### src/rtl/seq_detector_param_if.sv
//----------------------------------------------------------------------
// seq_detector_param_if : sample/control/result bundle for the detector
// Rev 1.0
//----------------------------------------------------------------------
`default_nettype none

interface seq_detector_param_if #(
   parameter int PAT_W   = 4,
   parameter int COUNT_W = 8
);
   logic               in_valid;
   logic               in_seq;
   logic               overlap;
   logic               pat_load;
   logic [PAT_W-1:0]   pat_in;
   logic               cnt_clr;
   logic               mealy_y;
   logic               moore_y;
   logic [COUNT_W-1:0] match_cnt;

   modport master (
      output in_valid, in_seq, overlap, pat_load, pat_in, cnt_clr,
      input  mealy_y, moore_y, match_cnt
   );

   modport slave (
      input  in_valid, in_seq, overlap, pat_load, pat_in, cnt_clr,
      output mealy_y, moore_y, match_cnt
   );
endinterface

`default_nettype wire

### src/rtl/seq_detector_param.sv
//----------------------------------------------------------------------
// seq_detector_param : serial pattern detector, Moore + Mealy flags,
// runtime pattern reload, overlap mode, optional match counter
// (SEQ_DET_CNT_EN). Rev 1.0
//----------------------------------------------------------------------
`default_nettype none

module seq_detector_param #(
   parameter int               PAT_W   = 4,
   parameter logic [PAT_W-1:0] PATTERN = 4'b1101,
   parameter int               COUNT_W = 8
) (
   input  wire logic          clk,
   input  wire logic          reset,
   seq_detector_param_if.slave bus
);

   localparam int              FILL_W   = $clog2(PAT_W);
   localparam logic [FILL_W-1:0] FILL_MAX = FILL_W'(PAT_W - 1);

   typedef enum logic [0:0] {
      IDLE  = 1'b0,
      MATCH = 1'b1
   } state_t;

   state_t             state;
   logic [PAT_W-2:0]   hist;
   logic [FILL_W-1:0]  fill;
   logic [PAT_W-1:0]   pat;
   logic               moore_q;

   logic               accepted;
   logic               hit;
   logic [PAT_W-2:0]   hist_shift;
   logic [FILL_W-1:0]  fill_next;

   assign accepted  = bus.in_valid && !bus.pat_load;
   assign hit       = accepted && (fill == FILL_MAX) && ({hist, bus.in_seq} == pat);
   assign fill_next = (fill == FILL_MAX) ? FILL_MAX : fill + 1'b1;

   // A 2-bit pattern keeps only one history bit, so there is nothing to shift.
   generate
      if (PAT_W > 2) begin : g_shift_wide
         assign hist_shift = {hist[PAT_W-3:0], bus.in_seq};
      end else begin : g_shift_narrow
         assign hist_shift = bus.in_seq;
      end
   endgenerate

   always_ff @(posedge clk or negedge reset) begin
      if (!reset) begin
         hist    <= '0;
         fill    <= '0;
         pat     <= PATTERN;
         state   <= IDLE;
         moore_q <= 1'b0;
      end else if (bus.pat_load) begin
         pat     <= bus.pat_in;
         hist    <= '0;
         fill    <= '0;
         state   <= IDLE;
         moore_q <= 1'b0;
      end else if (bus.in_valid) begin
         if (hit && !bus.overlap) begin
            hist <= '0;
            fill <= '0;
         end else begin
            hist <= hist_shift;
            fill <= fill_next;
         end
         state   <= hit ? MATCH : IDLE;
         moore_q <= hit;
      end
   end

   assign bus.mealy_y = hit && reset;
   assign bus.moore_y = moore_q;

`ifdef SEQ_DET_CNT_EN
   localparam logic [COUNT_W-1:0] CNT_MAX = {COUNT_W{1'b1}};

   logic [COUNT_W-1:0] cnt;

   always_ff @(posedge clk or negedge reset) begin
      if (!reset) begin
         cnt <= '0;
      end else if (bus.cnt_clr) begin
         cnt <= '0;
      end else if (hit && (cnt != CNT_MAX)) begin
         cnt <= cnt + 1'b1;
      end
   end

   assign bus.match_cnt = cnt;
`else
   logic unused_cnt_clr;

   assign unused_cnt_clr = bus.cnt_clr;
   assign bus.match_cnt  = '0;
`endif

   logic unused_state;

   assign unused_state = (state == MATCH);

endmodule

`default_nettype wire

### src/flat_wrapper.sv
// flat-port wrapper written by rule: the top's interface ports become plain ports
module seq_detector_param_flat 
#(
   parameter int               PAT_W   = 4,
   parameter logic [PAT_W-1:0] PATTERN = 4'b1101,
   parameter int               COUNT_W = 8
)
  (clk, reset, bus_in_valid, bus_in_seq, bus_overlap, bus_pat_load, bus_pat_in, bus_cnt_clr, bus_mealy_y, bus_moore_y, bus_match_cnt);
  seq_detector_param_if #(.PAT_W(PAT_W), .COUNT_W(COUNT_W)) bus_i ();
  input  wire logic clk;
  input  wire logic reset;
  input wire logic [$bits(bus_i.in_valid)-1:0] bus_in_valid;
  input wire logic [$bits(bus_i.in_seq)-1:0] bus_in_seq;
  input wire logic [$bits(bus_i.overlap)-1:0] bus_overlap;
  input wire logic [$bits(bus_i.pat_load)-1:0] bus_pat_load;
  input wire logic [$bits(bus_i.pat_in)-1:0] bus_pat_in;
  input wire logic [$bits(bus_i.cnt_clr)-1:0] bus_cnt_clr;
  output wire logic [$bits(bus_i.mealy_y)-1:0] bus_mealy_y;
  output wire logic [$bits(bus_i.moore_y)-1:0] bus_moore_y;
  output wire logic [$bits(bus_i.match_cnt)-1:0] bus_match_cnt;
  assign bus_i.in_valid = bus_in_valid;
  assign bus_i.in_seq = bus_in_seq;
  assign bus_i.overlap = bus_overlap;
  assign bus_i.pat_load = bus_pat_load;
  assign bus_i.pat_in = bus_pat_in;
  assign bus_i.cnt_clr = bus_cnt_clr;
  assign bus_mealy_y = bus_i.mealy_y;
  assign bus_moore_y = bus_i.moore_y;
  assign bus_match_cnt = bus_i.match_cnt;
  seq_detector_param #(.PAT_W(PAT_W), .PATTERN(PATTERN), .COUNT_W(COUNT_W)) u_core (.clk(clk), .reset(reset), .bus(bus_i));
endmodule
### config.mk
export PLATFORM = sky130hd
export DESIGN_NAME = seq_detector_param_flat
export DESIGN_NICKNAME = d
export VERILOG_FILES = /design/src/rtl/seq_detector_param_if.sv /design/src/rtl/seq_detector_param.sv /design/src/flat_wrapper.sv
export SDC_FILE = /design/constraint.sdc
export NUM_CORES = 1
export LEC_CHECK = 0
export ABC_AREA = 1
export BUFFER_PORTS_ARGS = -buffer_cell sky130_fd_sc_hd__clkbuf_2
export CAP_MARGIN = 0
export CORE_MARGIN = 2
export CORE_UTILIZATION = 45
export CTS_BUF_LIST = sky130_fd_sc_hd__clkbuf_2
export CTS_CLUSTER_DIAMETER = 60
export DETAILED_ROUTE_END_ITERATION = 16
export PLACE_DENSITY_LB_ADDON = 0.2
export SYNTH_ARGS = -nofsm -noshare
export SYNTH_HDL_FRONTEND = slang
export SYNTH_SLANG_ARGS = --single-unit
### constraint.sdc
create_clock -name clk -period 1.5 [get_ports clk]
set_clock_uncertainty 0.05 [all_clocks]
set_input_delay 0.15 -clock clk [delete_from_list [all_inputs] [get_ports clk]]
set_output_delay 0.15 -clock clk [all_outputs]
set_load 0.03 [all_outputs]
==> metrics.txt <==
first-pass GRT wire length=around 2.1 mm; most frequent cells in the layout=nand2_1 (28), clkbuf_2 (14), inv_1 (8), conb_1 (8), dfrtp_1 (7); Layout area overhead=19.66%; hold path depth=3; largest net degree at the start of global routing=11; PortBufs=11; DR WL/cell=10.19 um; hold_sp=bus_pat_in[3]; register bit total from synthesis=10; RD Place Congestion=between 0.7 and 0.8; R2R Setup Slk=0.16 ns; crit path DAT=1.42 ns; CP startpoint kind=register; Num Clock Sinks=10; CP Cell Sequence=inv_2 > nand2_1 > nand2_2 > nor2_4 > nand3_2 > nor2_2 > clkbuf_8; aggregate global routing overflow=0; IO Pins=21; Syn Inst Count=85; die area=between 1500 and 2000 um2; Avg Inst Size Synth=between 7 and 8 um2; Die Ht=around 42 um; max-slew violation count=0; Final Cycle Share=108.2%; placed cell count=~110; synth top area cells=dfrtp_1 (26%), nand2_1 (18%), dfstp_2 (12%), buf_4 (9.1%), inv_1 (6.2%); row count=13; WS Path Type=reg2out; commonest non-fill, non-tap cell in the layout=nand2_1; clock share of power=a little over a quarter; DP Area=708.2 um2; unrepaired setup endpoints after global routing=yes; total CTS buffers=3; vias in the first global route=528; fin cells=120; clock transition at the registers of the reported paths=~0.10 ns; Initial Util=around half; Filler cells=~130; Critical-path top delay cell=dfstp_2; combinational power share=24.1%; clock buffer depth=2; vias=~550; overall power=approximately 620 uW; Tot GR Track Use=about 16%; switch share=33.30%; Sw Pwr=205.6 uW; critical path endpoint category=output port; worst r2r dst=u_core.hist[1]; Root Buffer=clkbuf_2; share of the synthesized area in the top cell type=26.47%; share of layout cells above drive strength 1=between 40% and 50%; depth of the worst register-to-register path=8; Final ANT Viol Nets=0; worst path required time=approximately 1.3 ns; Reg power frac=49.2%; Synth Warn #=0; final setup fails=1; vias per cell=4.592; Worst VDD drop=~0.00044 V; Initial DRC Count=27; wirelength, routed=1.223 mm; PD cells=about 780 nW/um2; min-delay worst type=in2reg; Syn Std Cell Area=about 660 um2; CTS tree=built; Static Leak=0.4522 nW; status=finished with violations; Hold WS=roughly 0.031 ns; area leader, netlist=dfrtp_1; die width=42.35 um; clock latency on the worst-skew pair=0.26 ns; RR Startpoint=u_core.pat[3]; fin crit period=1.623 ns; Critical Path Fanout Max=2; DR pass1 iterations=4; H-tree lvl count=1; cell area after layout=slightly below 800 um2; final hold violations=0; Core ar.=about 1300 um2; fmax=just over 600 MHz; setup ws final=-0.1227 ns; max cap viols=0; DP Wirelength=878.2 um; Largest stage delay, worst path=~0.55 ns; Worst Hold End=u_core.pat[3]; Seq/Total Area, Yosys=38.37%; Antenna Cells=0; Synth cell types=16; Residual DRC=0; initial antenna violation count=0; final core utilization=about three fifths; P_int=411.8 uW; final net count=about 120; failing checks=negative setup slack
==> power by group through the flow <==
stage	Combinational (mW)	Clock (mW)	Sequential (mW)
3_3_place_gp	0.131	0	0.306
5_1_grt	0.164	0.178	0.307
6_report	0.149	0.165	0.304
3_5_place_dp	0.134	0	0.307
2_1_floorplan	0.119	0	0.305
4_1_cts	0.146	0.166	0.304
==> through the flow <==
stage	setup slack [ns]	setup TNS (ns)
floorplan	0.1099	0
global placement	0.07752	0
detailed placement	0.06044	0
CTS	-0.1244	-0.1244
global route	-0.2176	-0.2176
finish	-0.1227	-0.1227
==> cells by family after synthesis <==
kind of cell	after synthesis	synth area share (%)
other	1	0.5666
AND/OR/NAND/NOR	45	37.81
buffers and inverters	23	18.71
flip-flops	10	38.38
AO/OA/AOI/OAI	6	4.537
==> cells in the mapped netlist <==
| master | n |
|---|---|
| buf_4 | 8 |
| nand2_1 | 32 |
| a21oi_1 | 2 |
| nand4_4 | 1 |
| nand3_1 | 1 |
| inv_1 | 11 |
| dfrtp_1 | 7 |
| nor2_4 | 2 |
| conb_1 | 1 |
| buf_6 | 1 |
| nor2_1 | 5 |
| nor2_8 | 2 |
| inv_2 | 3 |
| dfstp_2 | 3 |
| o21ai_0 | 4 |
| nand2_4 | 2 |
==> routing by layer <==
metal | vias to the layer above | share of wire, % | GRT usage [%]
li1 | 273 | - | -
met1 | 246 | 41 | 17.69
met2 | 27 | 48 | 26.77
met3 | 5 | 8.4 | 3.879
met4 | 0 | 1.9 | 7.500
met5 | - | 0 | 0
==> worst max path at each step <==
stage	startpoint	to	cells past startpoint
after floorplan	u_core.pat[0]	bus_mealy_y	6
after global placement	u_core.pat[0]	bus_mealy_y	7
after detailed placement	u_core.pat[0]	bus_mealy_y	7
after CTS	u_core.pat[2]	bus_mealy_y	7
after global routing	u_core.pat[2]	bus_mealy_y	7
final	u_core.pat[3]	bus_mealy_y	7
==> area by class of cell <==
cell class | instances | area [um2] | share of cell area (%)
Multi-Input combinational cell | 59 | 327.8 | 41.39
Sequential cell | 10 | 254.0 | 32.07
Timing Repair Buffer | 18 | 118.9 | 15.01
Inverter | 14 | 52.55 | 6.635
Clock buffer | 4 | 20.02 | 2.528
Tap cell | 15 | 18.77 | 2.370
==> registers in the layout (all words and copies together) (netlist names) <==
register            count
u_core.bus.moore_y      1
u_core.pat              4
u_core.fill             2
u_core.hist             3
==> repair_timing <==
item,CTS,global route
resized for setup,10,0
hold endpoints to repair,10,0
hold buffers,1,0
pin swaps,6,4
gates cloned,0,0
setup buffers,2,2
endpoints found under the setup margin,1,1
==> worst max-delay path: cells and delay by family (launching register included) <==
family / cells / cell delay [ns]
flip-flops: 1 / 0.55
AND/OR/NAND/NOR: 5 / 0.41
buffers and inverters: 2 / 0.20
Power figures use the tool's default switching activity.
